===== src/rtl/set_bit_scanner_pkg.sv =====
// Shared types for the set-bit scanner.
// Holds the two-state control encoding used by the top.
package set_bit_scanner_pkg;

   typedef enum logic [0:0] {
      IDLE = 1'b0,
      SCAN = 1'b1
   } scanner_state_e;

endpackage


===== src/rtl/set_bit_scanner_lod.sv =====
// Leading-one detector: index of the highest set bit.
// An all-zero vector reports index 0.
module leading_one_detect #(
   parameter int DATA_WD = 8,
   parameter int IND_WD  = $clog2(DATA_WD)
) (
   input  logic [DATA_WD-1:0] vec,
   output logic [IND_WD-1:0]  index
);

   // Ascending scan: the last hit wins, so the MSB-most one is kept.
   always_comb begin
      index = '0;
      for (int i = 0; i < DATA_WD; i++) begin
         if (vec[i]) begin
            index = IND_WD'(i);
         end
      end
   end

endmodule


===== src/rtl/set_bit_scanner.sv =====
// Accepts a vector, then emits each set-bit index MSB first,
// one beat per output handshake, with a per-vector beat number.
module set_bit_scanner
   import set_bit_scanner_pkg::*;
#(
   parameter int DATA_WD = 8,
   parameter int IND_WD  = $clog2(DATA_WD),
   parameter int SEQ_WD  = $clog2(DATA_WD + 1)
) (
   input  logic               i_clk,
   input  logic               i_rst,
   input  logic               i_valid,
   output logic               o_ready,
   input  logic [DATA_WD-1:0] i_data,
   output logic               o_valid,
   input  logic               i_ready,
   output logic [IND_WD-1:0]  o_index,
   output logic [SEQ_WD-1:0]  o_seq,
   output logic               o_last
);

   scanner_state_e     state_q;
   logic [DATA_WD-1:0] rem_q;
   logic [SEQ_WD-1:0]  seq_q;
   logic [DATA_WD-1:0] rem_clr;
   logic               single;

   leading_one_detect #(
      .DATA_WD (DATA_WD),
      .IND_WD  (IND_WD)
   ) u_lod (
      .vec   (rem_q),
      .index (o_index)
   );

   assign single  = (rem_q != '0) &&
                    ((rem_q & (rem_q - DATA_WD'(1))) == '0);
   assign rem_clr = rem_q & ~(DATA_WD'(1) << o_index);

   assign o_ready = (state_q == IDLE);
   assign o_valid = (state_q == SCAN);
   assign o_last  = single;
   assign o_seq   = seq_q;

   always_ff @(posedge i_clk) begin
      if (i_rst) begin
         state_q <= IDLE;
         rem_q   <= '0;
         seq_q   <= '0;
      end else begin
         unique case (state_q)
            IDLE: begin
               if (i_valid) begin
                  rem_q <= i_data;
                  seq_q <= '0;
                  if (i_data != '0) begin
                     state_q <= SCAN;
                  end
               end
            end
            SCAN: begin
               if (i_ready) begin
                  rem_q <= rem_clr;
                  // Park the counter at 0 so it never exceeds DATA_WD-1.
                  if (single) begin
                     state_q <= IDLE;
                     seq_q   <= '0;
                  end else begin
                     seq_q <= seq_q + SEQ_WD'(1);
                  end
               end
            end
         endcase
      end
   end

endmodule


===== config.mk =====
export PLATFORM = sky130hd
export DESIGN_NAME = set_bit_scanner
export DESIGN_NICKNAME = d
export VERILOG_FILES = /design/src/rtl/set_bit_scanner_pkg.sv /design/src/rtl/set_bit_scanner_lod.sv /design/src/rtl/set_bit_scanner.sv
export SDC_FILE = /design/constraint.sdc
export NUM_CORES = 1
export LEC_CHECK = 0
export BUFFER_PORTS_ARGS = -buffer_cell sky130_fd_sc_hd__buf_2
export CORE_ASPECT_RATIO = 1.25
export CORE_MARGIN = 2
export CORE_UTILIZATION = 45
export DETAILED_ROUTE_END_ITERATION = 6
export GPL_TIMING_DRIVEN = 0
export PLACE_DENSITY = 0.68
export SLEW_MARGIN = 30
export SYNTH_ARGS = -nofsm -noshare
export SYNTH_HDL_FRONTEND = slang
export SYNTH_HIERARCHICAL = 1
export SYNTH_SLANG_ARGS = --single-unit

===== constraint.sdc =====
create_clock -name i_clk -period 2.7 [get_ports i_clk]
set_input_delay 0.405 -clock i_clk [delete_from_list [all_inputs] [get_ports i_clk]]
set_output_delay 0.405 -clock i_clk [all_outputs]
set_load 0.01 [all_outputs]

==> impl_results.md <==
* Status: finished, final reports clean
* GRT Total Usage at 0.1965
* Area share of the largest cell type after synthesis at 0.3156
* Predominant post-synthesis flop cell: dfxtp_1
* Clock buffer depth at 2
* Vias after detailed routing at 884
* Reg2reg path depth at 5
* Core ar. at 1744 µm²
* Die Width at 42.29 µm
* CTS Root Cell: clkbuf_4
* Mapped Avg Cell Area at 7.928 µm²
* Total CTS buffers at 3
* Post-CTS setup buffer count at 0
* Async SR Flop Fraction at 0
* Synthesized net count at 117
* CTS Hold Buffers Added at 0
* Slew Limit Headroom at 0.5452
* Initial antenna violation count at 0
* Maxcap violations at 0
* Port Buf Inserts at 21
* Initial drt markers at 12
* Post-synth EDFFs at 0
* GR Overflow Total at 0
* Average wire per standard cell at 13.17 µm
* Gp weighted congestion at 0.7859
* Worst-margin pin slew at 0.6765 ns
* Mapped cell area at 824.5 µm²
* Clock Sinks at 13
* Worst R2R Setup Slack at 0.87 ns
* Dpl hpwl at 1479 µm
* Global-route wire length before repair at 3367 µm
* Cts repair resizes at 0
* Die height at 51.86 µm
* Skew final at 0.01152 ns
* Post-route DRC violation count at 0
* Power Dens Cells at 511.8 nW/µm²
* Post-synth cell types at 38
* Area leader, netlist: dfxtp_1
* Clk Latency, worst-skew pair at 0.29 ns
* Worst Setup Path Type: register to output port
* RSZ-0062 raised after global routing: false
* Vias in the first global route at 791
* Cells after Synth at 104
* Pins Over Slew Limit at 0
* Crit path DAT at 1.71 ns
* Worst EP required at 2.30 ns
* Top cells by area, synth: dfxtp_1 (32%), nand2_1 (7.7%), a21oi_1 (6.7%), nor2_1 (3.6%), o211ai_1 (3.6%)
* Starting Density at 0.4727
* H-tree depth at 1
* Time the worst path needs with I/O delays and setup at 2.113 ns
* CP startpoint kind: register
* Via/cell ratio at 5.973
* Fin Setup TNS at 0 ns
* Fill cell count at 178
* Hold depth at 2
* Cell row count at 17
* Worst vdd ir at 313.6 µV
* Max Freq at 473.4 MHz
* Clock slew at reported path FFs at 0.09 ns
* Final Power at 0.0005020 W
* Area Overhead vs Synth at 18.97%
* Antenna Cells at 0
* Hold EP: o_valid
* R2R Path Start: rem_q[3]
* CTS tree: yes
* Worst hold path class: input pin to register
* Leak at 0.3862 nW
* Beginning of the worst hold path: i_ready
* Sequential area share after synthesis at 0.3156
* Crit path max fanout at 7
* DIE AREA at 2193 µm²
* Final hold vios at 0
* Layout cell share with drive strength beyond 1 at 0.2558
* Crit share post-route at 0.7824
* Detailed Routing Iterations Pass 1 at 4
* Yosys reg bits at 13
* Final WL at 1949 µm
* Pin count of the biggest net entering global routing at 11
* IO Pins at 22
* R2r endpoint: rem_q[1]
* Final net count at 143
* Antenna violation net count after detailed routing at 0
* Yosys warning total at 6
* Worst setup EP type: output port
* Final setup fails at 0
## routing by layer
layer	track usage	share of wire	up-vias
met1	0.2495	0.45	411
met2	0.3385	0.50	19
li1	-	-	449
met5	0	0	-
met3	0.02083	0.031	5
met4	0.07813	0.015	0
## power by group
group | switching (W) | internal, W | leakage, nW
logic | 0.0000922 | 0.0000626 | 0.262
clock network | 0.0000681 | 0.0000550 | 0.0177
registers | 0.0000206 | 0.000203 | 0.106
total | 0.000181 | 0.000321 | 0.386
## worst max-delay path by stage
stage	slack, ns	from	end	cells past startpoint
global placement	0.91	rem_q[6]	o_last	3
floorplan	1.00	rem_q[1]	rem_q[3]	5
detailed placement	0.90	rem_q[3]	rem_q[1]	5
finish	0.59	rem_q[6]	o_last	3
global route	0.40	rem_q[5]	o_last	5
CTS	0.58	rem_q[6]	o_last	3
## worst max-delay path, stage by stage, from the launching register on
cell and delay [ns]:
dfxtp_1 0.39, a222oi_1 0.53, a21boi_2 0.34, buf_2 0.18
## cells by family (layout without fill, tap and decap cells)
kind of cell,after synthesis,in the layout,share of synthesized area
AO/OA/AOI/OAI,36,36,0.3141
XOR/XNOR,1,1,0.01062
adder cells (fa/ha/maj),1,1,0.01517
buffers and inverters,7,32,0.03794
flip-flops,13,13,0.3156
AND/OR/NAND/NOR,46,46,0.3065
## placed cells by master (no fill, tap or decap), drive strengths merged, types with 2 or more instances in the layout
cell type	Yosys	layout
buf	1	22
nand2	17	17
dfxtp	13	13
a21oi	12	12
nor2	8	8
o21ai	6	6
clkbuf	3	6
o211ai	4	4
o311ai	4	4
nand2b	3	3
or4	3	3
nand3	3	3
inv	2	2
nor4b	2	2
nor2b	2	2
and2	2	2
o31ai	2	2
nor4	2	2
clkinv	1	2
## metrics by stage
step	utilization	instance area [µm²]	hold WS (ns)	setup WS [ns]	instances
2_1_floorplan	-	824.5	0.5037	1.004	104
3_3_place_gp	0.5466	953.4	0.4611	0.9064	144
3_5_place_dp	0.5466	953.4	0.4708	0.9012	144
4_1_cts	0.5624	980.9	0.3353	0.5831	148
5_1_grt	0.5624	980.9	0.3604	0.4024	148
6_report	0.5624	980.9	0.3412	0.5874	148
## synthesized netlist by cell type, types with 2 or more instances
library cell	count
nor2_1	8
inv_1	2
o211ai_1	4
nand2_1	17
nand3_1	3
o21ai_1	3
or4_1	3
nand2b_1	3
clkbuf_1	2
and2_1	2
o31ai_1	2
o311ai_0	3
nor2b_1	2
o21ai_0	3
nor4b_1	2
a21oi_1	11
dfxtp_1	13
## flip-flops by register name, summed over array words and instances (netlist names)
name,cells
o_seq,4
o_valid,1
rem_q,8
## final cells by class
type | count | area [µm²] | area share
multi-input combinational | 84 | 533.0 | 0.5434
clock inverter | 1 | 5.005 | 0.005102
inverter | 3 | 11.26 | 0.01148
buffer | 4 | 20.02 | 0.02041
timing repair buffer | 21 | 105.1 | 0.1071
tap | 19 | 23.77 | 0.02423
sequential | 13 | 260.3 | 0.2653
clock buffer | 3 | 22.52 | 0.02296
No activity file was read; power rests on OpenSTA's default activity.
